$ cat src/rtl/regfile_seq_pkg.sv
// Shared definitions for the register-file sequencer: widths, opcodes,
// FSM state encoding and the latched instruction payload.
package regfile_seq_pkg;

  localparam int unsigned DATA_W = 8;
  localparam int unsigned ADDR_W = 3;
  localparam int unsigned OP_W   = 3;

  localparam logic [OP_W-1:0] OP_ADD = 3'd0;
  localparam logic [OP_W-1:0] OP_SUB = 3'd1;
  localparam logic [OP_W-1:0] OP_AND = 3'd2;
  localparam logic [OP_W-1:0] OP_OR  = 3'd3;
  localparam logic [OP_W-1:0] OP_XOR = 3'd4;
  localparam logic [OP_W-1:0] OP_SHL = 3'd5;
  localparam logic [OP_W-1:0] OP_LDI = 3'd6;
  localparam logic [OP_W-1:0] OP_MOV = 3'd7;

  typedef enum logic [1:0] {
    IDLE  = 2'd0,
    READ  = 2'd1,
    EXEC  = 2'd2,
    WRITE = 2'd3
  } state_t;

  typedef struct packed {
    logic [OP_W-1:0]   op;
    logic [ADDR_W-1:0] rd;
    logic [ADDR_W-1:0] rs;
    logic [ADDR_W-1:0] rt;
    logic [DATA_W-1:0] imm;
  } instr_t;

endpackage

$ cat src/rtl/regfile_seq_alu.sv
// Combinational ALU for the register-file sequencer.
// Ports:
//   i_op       opcode (OP_ADD..OP_MOV)
//   i_a, i_b   operands captured from the register file read buses
//   i_imm      immediate (LDI only)
//   o_result_c 8-bit result, modulo 256
//   o_carry_c  carry (ADD), borrow (SUB), last bit shifted out (SHL), else 0
module regfile_seq_alu
  import regfile_seq_pkg::*;
(
  input  logic [OP_W-1:0]   i_op,
  input  logic [DATA_W-1:0] i_a,
  input  logic [DATA_W-1:0] i_b,
  input  logic [DATA_W-1:0] i_imm,
  output logic [DATA_W-1:0] o_result_c,
  output logic              o_carry_c
);

  logic [DATA_W:0] w_sum;
  logic [DATA_W:0] w_diff;
  logic [DATA_W:0] w_shl;

  // Ninth bit carries out of ADD, borrows for SUB (A < B), and holds the
  // last bit shifted out for SHL (zero for a shift of 0).
  assign w_sum  = {1'b0, i_a} + {1'b0, i_b};
  assign w_diff = {1'b0, i_a} - {1'b0, i_b};
  assign w_shl  = {1'b0, i_a} << i_b[2:0];

  always_comb begin
    o_result_c = '0;
    o_carry_c  = 1'b0;
    case (i_op)
      OP_ADD: begin
        o_result_c = w_sum[DATA_W-1:0];
        o_carry_c  = w_sum[DATA_W];
      end
      OP_SUB: begin
        o_result_c = w_diff[DATA_W-1:0];
        o_carry_c  = w_diff[DATA_W];
      end
      OP_AND: o_result_c = i_a & i_b;
      OP_OR:  o_result_c = i_a | i_b;
      OP_XOR: o_result_c = i_a ^ i_b;
      OP_SHL: begin
        o_result_c = w_shl[DATA_W-1:0];
        o_carry_c  = w_shl[DATA_W];
      end
      OP_LDI: o_result_c = i_imm;
      OP_MOV: o_result_c = i_a;
      default: begin
        o_result_c = '0;
        o_carry_c  = 1'b0;
      end
    endcase
  end

endmodule

$ cat src/rtl/regfile_sequencer.sv
// Initiator-side controller for an 8x8 register file (r0 reads as zero).
// Accepts one instruction per valid/ready handshake, reads two sources,
// executes in regfile_seq_alu and writes the result back: READ, EXEC,
// WRITE, then back to IDLE (one instruction every 4 cycles).
// Ports:
//   Clk, Rst_n             clock, async active-low reset
//   instr_valid/ready      instruction handshake (ready only in IDLE)
//   instr_op/rd/rs/rt/imm  instruction fields, latched on accept
//   RX, RY / busX, busY    register file read addresses / read data
//   WEN, RW, busW          register file write port (WEN only in WRITE)
//   done                   one-cycle pulse in the write-back cycle
//   flag_z, flag_c         zero / carry flags
// Build option: define REGFILE_SEQ_FLAGS_EN to include flag_z/flag_c.
module regfile_sequencer
  import regfile_seq_pkg::*;
(
  input  logic              Clk,
  input  logic              Rst_n,
  input  logic              instr_valid,
  output logic              instr_ready,
  input  logic [OP_W-1:0]   instr_op,
  input  logic [ADDR_W-1:0] instr_rd,
  input  logic [ADDR_W-1:0] instr_rs,
  input  logic [ADDR_W-1:0] instr_rt,
  input  logic [DATA_W-1:0] instr_imm,
  output logic [ADDR_W-1:0] RX,
  output logic [ADDR_W-1:0] RY,
  input  logic [DATA_W-1:0] busX,
  input  logic [DATA_W-1:0] busY,
  output logic              WEN,
  output logic [ADDR_W-1:0] RW,
  output logic [DATA_W-1:0] busW,
  output logic              done
`ifdef REGFILE_SEQ_FLAGS_EN
  ,
  output logic              flag_z,
  output logic              flag_c
`endif
);

  state_t            r_state;
  state_t            w_state_nxt;
  logic              w_accept;
  logic              w_wen_nxt;
  logic              w_done_nxt;
  logic              w_ready_nxt;

  instr_t            r_instr;
  logic [DATA_W-1:0] r_opa;
  logic [DATA_W-1:0] r_opb;
  logic [ADDR_W-1:0] r_rw;
  logic [DATA_W-1:0] r_busw;
  logic              r_wen;
  logic              r_done;
  logic              r_ready;

  logic [DATA_W-1:0] w_alu_result;
  logic              w_alu_carry;

  // FSM state register
  always_ff @(posedge Clk or negedge Rst_n) begin
    if (!Rst_n) r_state <= IDLE;
    else        r_state <= w_state_nxt;
  end

  // Next state plus next values of the registered control outputs
  always_comb begin
    w_state_nxt = r_state;
    w_accept    = 1'b0;
    w_wen_nxt   = 1'b0;
    w_done_nxt  = 1'b0;
    case (r_state)
      IDLE: begin
        if (instr_valid && r_ready) begin
          w_accept    = 1'b1;
          w_state_nxt = READ;
        end
      end
      READ: w_state_nxt = EXEC;
      EXEC: begin
        w_state_nxt = WRITE;
        w_wen_nxt   = 1'b1;
        w_done_nxt  = 1'b1;
      end
      WRITE:   w_state_nxt = IDLE;
      default: w_state_nxt = IDLE;
    endcase
    w_ready_nxt = (w_state_nxt == IDLE);
  end

  // Instruction latch, operand capture and write-port registers
  always_ff @(posedge Clk or negedge Rst_n) begin
    if (!Rst_n) begin
      r_instr <= '0;
      r_opa   <= '0;
      r_opb   <= '0;
      r_rw    <= '0;
      r_busw  <= '0;
      r_wen   <= 1'b0;
      r_done  <= 1'b0;
      r_ready <= 1'b1;
    end else begin
      r_wen   <= w_wen_nxt;
      r_done  <= w_done_nxt;
      r_ready <= w_ready_nxt;
      if (w_accept) begin
        r_instr <= '{op: instr_op, rd: instr_rd, rs: instr_rs,
                     rt: instr_rt, imm: instr_imm};
      end
      if (r_state == READ) begin
        r_opa <= busX;
        r_opb <= busY;
      end
      // RW/busW only change on entry to WRITE so they hold otherwise
      if (r_state == EXEC) begin
        r_rw   <= r_instr.rd;
        r_busw <= w_alu_result;
      end
    end
  end

  regfile_seq_alu u_alu (
    .i_op       (r_instr.op),
    .i_a        (r_opa),
    .i_b        (r_opb),
    .i_imm      (r_instr.imm),
    .o_result_c (w_alu_result),
    .o_carry_c  (w_alu_carry)
  );

`ifdef REGFILE_SEQ_FLAGS_EN
  logic r_flag_z;
  logic r_flag_c;

  // Flags follow every op except LDI/MOV, which leave them untouched
  always_ff @(posedge Clk or negedge Rst_n) begin
    if (!Rst_n) begin
      r_flag_z <= 1'b0;
      r_flag_c <= 1'b0;
    end else if ((r_state == EXEC) && (r_instr.op != OP_LDI) &&
                 (r_instr.op != OP_MOV)) begin
      r_flag_z <= (w_alu_result == '0);
      r_flag_c <= w_alu_carry;
    end
  end

  assign flag_z = r_flag_z;
  assign flag_c = r_flag_c;
`else
  logic w_carry_unused;
  assign w_carry_unused = w_alu_carry;
`endif

  // Latched read addresses drive the read ports directly
  assign RX          = r_instr.rs;
  assign RY          = r_instr.rt;
  assign instr_ready = r_ready;
  assign WEN         = r_wen;
  assign RW          = r_rw;
  assign busW        = r_busw;
  assign done        = r_done;

endmodule

$ cat config.mk
export PLATFORM = sky130hd
export DESIGN_NAME = regfile_sequencer
export DESIGN_NICKNAME = d
export VERILOG_FILES = /design/src/rtl/regfile_seq_pkg.sv /design/src/rtl/regfile_seq_alu.sv /design/src/rtl/regfile_sequencer.sv
export SDC_FILE = /design/constraint.sdc
export NUM_CORES = 1
export LEC_CHECK = 0
export ABC_AREA = 1
export CORE_UTILIZATION = 51
export CTS_BUF_LIST = sky130_fd_sc_hd__clkbuf_2
export CTS_CLUSTER_DIAMETER = 100
export CTS_CLUSTER_SIZE = 20
export DETAILED_ROUTE_END_ITERATION = 10
export GPL_TIMING_DRIVEN = 0
export PLACE_DENSITY = 0.8
export SLEW_MARGIN = 15
export SYNTH_ARGS = -nofsm -noshare
export SYNTH_HDL_FRONTEND = slang
export SYNTH_HIERARCHICAL = 1
export SYNTH_SLANG_ARGS = --single-unit
$ cat constraint.sdc
create_clock -name Clk -period 1.7 [get_ports Clk]
set_input_delay 0.51 -clock Clk [delete_from_list [all_inputs] [get_ports Clk]]
set_output_delay 0.51 -clock Clk [all_outputs]
set_load 0.05 [all_outputs]
After elaboration in Yosys (flattened, before gate mapping) --
Index checks and enable logic that the tools add are counted.
Word-level totals: flip-flop bits (word level) 51, bits of input ports 39
Cells by class: add/sub/neg operators 2, equality and inequality tests 10, shift operators 1, multiplexer cells 6, bitwise operators 3, reduce and logical (&&, ||, !) cells 4
Operators by type and width (count):
- 8-bit case mux with 8 select lines | 1
- 3-bit == test (second input constant) | 4
- 8-bit adder | 1
- 8-bit AND | 1
- 8-bit bitwise OR | 1
- 2-bit case mux with 4 select lines | 1
- 8-bit by 3-bit << shifter with 8-bit output | 1
- 8-bit subtractor | 1
- 8-bit XOR | 1
- 3-bit by 2-bit == test with 1-bit output (second input constant) | 2
- 2-bit == test (second input constant) | 2
- 2-bit logical NOT | 2
- 3-bit by 1-bit == test with 1-bit output (second input constant) | 1
- 3-bit logical NOT | 1
- 1-bit 2-to-1 mux | 3
- 2-bit by 1-bit == test with 1-bit output (second input constant) | 1
- 2-bit 2-to-1 mux | 1
- 1-bit logical AND | 1

Logic depth before layout (Yosys ltp) --
Gate-level depths: netlist of run 1.
depth in word-level cells 4, mapped depth 13, depth with buffers taken out 12

By module --
Netlist of run 1, hierarchy kept.
By module, submodules not included:
- regfile_sequencer | times used 1, cells each 219, area each 2145.8 µm²
- regfile_seq_alu | times used 1, cells each 311, area each 1731.7 µm²

Worst setup path after synthesis of run 1 --
OpenSTA, ideal clock, no wires.
kind reg2reg, start point register r_opb[1], end point register r_busw[7] (netlist: busW[7]), setup time 0.128 ns, arrival 1.685 ns, required time 1.572 ns, path slack -0.114 ns, cell stages (with the launch flop) 14, period minus slack after synthesis 1.814 ns, path through dfrtp_1 inv_1 buf_6 ha_1 nor2_1 nand2_1 nand3_1 nand2_1 nand2_1 nand2_1 nand3_1 nand3_1 nand2_1 o21ai_0
Between the ends: word-level cells in the longest chain between the ends 2, elaborated cells on any way between the ends 4
RTL lines:
- start: declaration | line regfile_sequencer.sv:50 | logic [DATA_W-1:0] r_opb;
- start signal: assignment | line regfile_sequencer.sv:112 | r_opb <= busY;
- 8-bit subtractor, or another cell as far along | line regfile_seq_alu.sv:26 | assign w_diff = {1'b0, i_a} - {1'b0, i_b};
- 8-bit case mux with 8 select lines * | line regfile_seq_alu.sv:32 | case (i_op)
- via w_alu_result[7] | line regfile_sequencer.sv:57 | logic [DATA_W-1:0] w_alu_result;
- end signal: assignment | line regfile_sequencer.sv:117 | r_busw <= w_alu_result;
- end: declaration | line regfile_sequencer.sv:52 | logic [DATA_W-1:0] r_busw;
Mark *: on every way through the listed nets, which the timed path passes. The rest lies on a longest branch. A chain may end at the register's enable or synchronous reset.

Final worst setup path of run 1 --
start point register r_opa[0], end point register r_busw[2] (netlist: busW[2])
Between the ends: word-level cells in the longest chain between the ends 2, elaborated cells on any way between the ends 4
RTL lines:
- start: declaration | line regfile_sequencer.sv:49 | logic [DATA_W-1:0] r_opa;
- start signal: assignment | line regfile_sequencer.sv:111 | r_opa <= busX;
- 8-bit subtractor, or another cell as far along | line regfile_seq_alu.sv:26
- 8-bit case mux with 8 select lines * | line regfile_seq_alu.sv:32
- via w_alu_result[2] | line regfile_sequencer.sv:57
Marks and branches as above.

==> results of run 1 <==
-- critical path, cell delays in order, from the launching register on --
cell and delay (ns):
dfrtp_2 0.49, inv_2 0.07, ha_4 0.17, fa_2 0.36, inv_2 0.10, nand2_2 0.05
nand3_2 0.08, o221ai_2 0.09, nor2_1 0.14, nand2_1 0.08, nand2_1 0.06, o21ai_1 0.05
-- routing by layer --
metal  vias to the layer above  part of all wire
met5                         -                 0
li1                       1786                 -
met3                        31             0.074
met2                       176              0.48
met4                         0             0.034
met1                      1721              0.41
-- sequential cells by signal, summed over array words and instances (netlist names), 2 cells and up --
signal / flops
r_opb: 8
RX: 3
r_state: 2
RW: 3
RY: 3
r_opa: 8
busW: 8
r_instr: 14
-- power breakdown --
part           switching [mW]  internal, mW
clock                   0.383         0.250
combinational            5.14          3.36
sequential              0.494          1.81
total                    6.02          5.42
-- area by class of cell --
| cell class | count | area [um2] |
|---|---|---|
| well taps | 99 | 123.9 |
| multi-input cells | 335 | 2257 |
| inverters | 100 | 392.9 |
| flip-flops and latches | 51 | 1290 |
| repair buffers | 90 | 850.8 |
| plain buffers | 16 | 148.9 |
| fillers | 595 | 2083 |
| clock buffers | 5 | 25.02 |
| clock inverters | 3 | 42.54 |
-- cell usage in the layout, fill, tap and decap left out, types with 11 or more instances in the layout --
master	n
nand2_2	11
nand3_1	34
dfrtp_1	40
nand2_1	113
clkdlybuf4s50_1	37
nor2_1	24
nand4_1	12
inv_2	16
buf_4	27
nand3_2	14
inv_1	78
o21ai_0	24
buf_6	13
ha_1	17
o21ai_2	21
-- worst max-delay path by stage --
stage | from | end | slack [ns] | depth (start not counted)
after floorplan | r_opb[1]$_DFFE_PN0N_ | busW[7]$_DFFE_PN0P_ | -0.002 | 13
after global placement | Rst_n | r_opb[1]$_DFFE_PN0N_ | -1.47 | 1
after detailed placement | r_opa[4]$_DFFE_PN0N_ | busW[7]$_DFFE_PN0P_ | -0.37 | 12
after CTS | r_opb[0]$_DFFE_PN0N_ | busW[4]$_DFFE_PN0P_ | -0.09 | 8
after global routing | r_opb[0]$_DFFE_PN0N_ | busW[6]$_DFFE_PN0P_ | -0.20 | 9
final | r_opa[0]$_DFFE_PN0N_ | busW[2]$_DFFE_PN0P_ | -0.11 | 11
-- what timing repair did --
item | 4_1_cts | 5_1_grt
resized for setup | 187 | 61
endpoints found under the setup margin | 27 | 27
pin swaps | 16 | 33
setup buffers | 21 | 8
hold buffers | 1 | 0
hold endpoints to repair | 17 | 0
cloned | 1 | 0
==> reports/results.txt, run 1 <==
Vias - 3,714
Number of setup violations in the final report - 8
RSZ-0062 raised after global routing - yes
Final non-filler cell total - 699
Max Slew Vio Count - 0
Pre-CTS setup slack - -0.3675 ns
Reg2Reg Depth - 11
Final ANT Viol Nets - 0
Area growth syn-to-layout - 35.70%
Post-Synthesis Cells - 511
Num CTS Buffers - 5
Setup CP Type - register to register
Clk_lat worst skew - 0.43 ns
Final WL - 10.69 mm
Hold Vio Cnt, Final - 0
Die area - 0.007762 mm2
Antenna violations before repair - 0
Clock period minus worst slack - 1.815 ns
Hold WC Path Type - primary input to asynchronous set/reset pin
Pin count of the biggest net entering global routing - 34
Clock tree buffer depth - 2
Drt pass-1 iters - 10
Final setup TNS - -0.4435 ns
Post-DP HPWL - 7.568 mm
Chip Width - 88.11 um
Drt wl/cell - 15.29 um
Vias/cell - 5.313
N_diodes - 0
Setup WS post-layout - -0.1148 ns
Run status - finished, violations left
Reg-to-Reg Start - r_opa[0]$_DFFE_PN0N_
Max VDD drop - 0.001142 V
Worst R2R End - busW[2]$_DFFE_PN0P_
GRT busiest layer - met2
CP Data Required Time - 2.06 ns
Hold Slack - 0.5115 ns
H-tree depth - 2
Overall power - 11.43 mW
Number of global-route vias before repair - 3,460
Layout cell share with drive strength beyond 1 - 0.3233
Critical path fanouts, max - 4
Starting density of the core - 0.5241
FP Rows - 31
Leak Pwr - 2.524 nW
Final Instance Area - 0.005131 mm2
Clk sinks - 51
Placed cell count - 669
Met2 GRT Util - 0.4651
Slew HR - 0.6907
Boundary Pins - 59
Fin nets - 668
Ratio of total power to cell area - 2228 mW/mm2
Iteration-0 DRC Markers - 321
Worst endpoint data arrival time - 2.18 ns
Clock skew - 0.01850 ns
YS warnings - 6
Final period util - 1.068
CP endpoint kind - register
Achievable frequency - 0.5510 GHz
Root Buffer - clkbuf_2
First-pass GRT wire length - 16.89 mm
Core area - 0.007214 mm2
Slew @ Worst Pin - 0.4640 ns
Post-DP Area - 0.004506 mm2
Synth Cell Area - 0.003781 mm2
GRT Residual Overflow - 0
Max Cap Violations - 0
Mapped Nets - 580
Gr usage total - 0.2887
Routability cong. - 0.9580
Grt met1 use - 0.3799
Clock transition at path regs - 0.25 ns
Final Util - 0.7112
IO buf count - 58
Reg2reg setup slack - -0.11 ns
Met3 Use GR - 0.05749
Die Ht - 88.11 um
TritonCTS clock tree - built
Failing checks - design-rule violations, negative setup slack
Startpoint types - register
Average size of a mapped cell - 7.399 um2
Residual DRC - 2
(Power assumes the default switching activity.)
==> inputs of run 2 (changes only) <==
--- a/config.mk
+++ b/config.mk
@@ -6,7 +6,9 @@
 export NUM_CORES = 1
 export LEC_CHECK = 0
 export ABC_AREA = 1
-export CORE_UTILIZATION = 51
+export CELL_PAD_IN_SITES_DETAIL_PLACEMENT = 1
+export CELL_PAD_IN_SITES_GLOBAL_PLACEMENT = 1
+export CORE_UTILIZATION = 37
 export CTS_BUF_LIST = sky130_fd_sc_hd__clkbuf_2
 export CTS_CLUSTER_DIAMETER = 100
 export CTS_CLUSTER_SIZE = 20
==> reports/results.txt, run 2 (synthesis results as in run 1) <==
Vias - 3,672
Final period util - 1.072
CP endpoint kind - register
Drt wl/cell - 16.52 um
IO buf count - 58
Iteration-0 DRC Markers - 250
FP Rows - 36
Pin count of the biggest net entering global routing - 35
Post-DP Area - 0.004548 mm2
Final WL - 12.16 mm
Chip Width - 103.1 um
Reg2reg setup slack - -0.12 ns
Overall power - 11.29 mW
Startpoint types - register
Starting density of the core - 0.3851
Core area - 0.009819 mm2
Vias/cell - 4.989
Final ANT Viol Nets - 0
Slew @ Worst Pin - 0.4334 ns
Number of global-route vias before repair - 3,843
Boundary Pins - 59
Achievable frequency - 0.5485 GHz
Clk sinks - 51
Clock skew - 0.05245 ns
Cell-internal power - 5.235 mW
Area growth syn-to-layout - 35.84%
Comb pwr share - 0.749
Clk_lat worst skew - 0.48 ns
Worst endpoint data arrival time - 2.24 ns
Clock transition at path regs - 0.29 ns
Gr usage total - 0.2410
Pre-CTS setup slack - -0.3830 ns
Register area - 0.001290 mm2
Reg2Reg Depth - 10
Final Util - 0.5231
Placed cell count - 703
Reg with most FFs - r_instr
Layout cell share with drive strength beyond 1 - 0.3234
Slew HR - 0.7102
Worst R2R End - busW[2]$_DFFE_PN0P_
H-tree depth - 2
Antenna violations before repair - 0
Final Instance Area - 0.005136 mm2
Hold Slack - 0.4920 ns
Clock period minus worst slack - 1.823 ns
Final setup TNS - -0.2709 ns
Final non-filler cell total - 736
Sw Pwr - 6.053 mW
Ratio of total power to cell area - 2198 mW/mm2
Clk pwr share - 0.045
Reg power frac - 0.206
N_diodes - 0
Drt pass-1 iters - 4
Switching Share - 0.5363
Clock tree buffer depth - 2
Die area - 0.01063 mm2
Failing checks - negative setup slack
Number of flip-flops in the largest register - 14
Leak Pwr - 2.510 nW
Setup CP Type - register to register
Routability cong. - 0.9090
Commonest non-fill, non-tap cells in the layout - 116 x nand2_1, 77 x inv_1, 40 x dfrtp_1
Die Ht - 103.1 um
Critical path fanouts, max - 5
Num CTS Buffers - 5
Commonest non-fill, non-tap cell in the layout - nand2_1
Run status - finished, violations left
Footprint of the multi-input gates - 0.002213 mm2
GRT Residual Overflow - 0
Max Cap Violations - 0
Number of setup violations in the final report - 6
TritonCTS clock tree - built
Hold Vio Cnt, Final - 0
CP Data Required Time - 2.12 ns
Post-DP HPWL - 8.808 mm
Root Buffer - clkbuf_2
Residual DRC - 0
Fin nets - 671
Max Slew Vio Count - 0
Setup WS post-layout - -0.1230 ns
Filler cells - 1,249
Max VDD drop - 0.0008978 V
Hold WC Path Type - primary input to asynchronous set/reset pin
Reg-to-Reg Start - r_opb[0]$_DFFE_PN0N_
RSZ-0062 raised after global routing - yes
First-pass GRT wire length - 19.20 mm
-- run 2: worst max-delay path by stage --
stage,startpoint,endpoint,cells past startpoint
after global placement,Rst_n,r_opb[1]$_DFFE_PN0N_,1
after CTS,r_opb[0]$_DFFE_PN0N_,busW[4]$_DFFE_PN0P_,10
final,r_opb[0]$_DFFE_PN0N_,busW[2]$_DFFE_PN0P_,10
after floorplan,r_opb[1]$_DFFE_PN0N_,busW[7]$_DFFE_PN0P_,13
after detailed placement,r_opa[4]$_DFFE_PN0N_,busW[7]$_DFFE_PN0P_,12
after global routing,r_opb[0]$_DFFE_PN0N_,busW[2]$_DFFE_PN0P_,10
-- run 2: what timing repair did --
item,in CTS,in global routing
setup endpoints to repair,27,19
endpoints found under the hold margin,17,0
hold buffers,1,0
resized for setup,186,53
cloned,1,0
setup buffers,20,10
pin swaps,19,15
-- run 2: routing by layer --
layer	part of all wire	global-route usage
met1	0.45	0.3097
met2	0.49	0.4133
met3	0.039	0.04068
met4	0.024	0.07476
met5	0	0
-- run 2: power groups by stage --
| stage | combinational [mW] | sequential [mW] | clock [mW] |
|---|---|---|---|
| floorplan | 4.18 | 2.69 | 0 |
| global placement | 6.18 | 2.40 | 0 |
| detailed placement | 6.41 | 2.43 | 0 |
| CTS | 7.71 | 2.30 | 0.524 |
| global route | 9.21 | 2.39 | 0.570 |
| finish | 8.45 | 2.33 | 0.509 |
-- run 2: worst max-delay path, cell delays in order, from the launching register on --
cell and delay [ns]:
dfrtp_2 0.53, ha_4 0.18, fa_2 0.36, inv_2 0.10
nand2_2 0.05, nand3_2 0.07, o221ai_2 0.09, nor2_1 0.15
nand2_1 0.12, nand2_1 0.08, o21ai_1 0.05
-- run 2: layout make-up --
| type | count | share of cell area |
|---|---|---|
| tap | 133 | 0.03240 |
| timing repair buffer | 91 | 0.1659 |
| multi-input combinational | 335 | 0.4309 |
| buffer | 18 | 0.03410 |
| clock buffer | 6 | 0.005847 |
| clock inverter | 2 | 0.002680 |
| sequential | 51 | 0.2512 |
| inverter | 100 | 0.07698 |
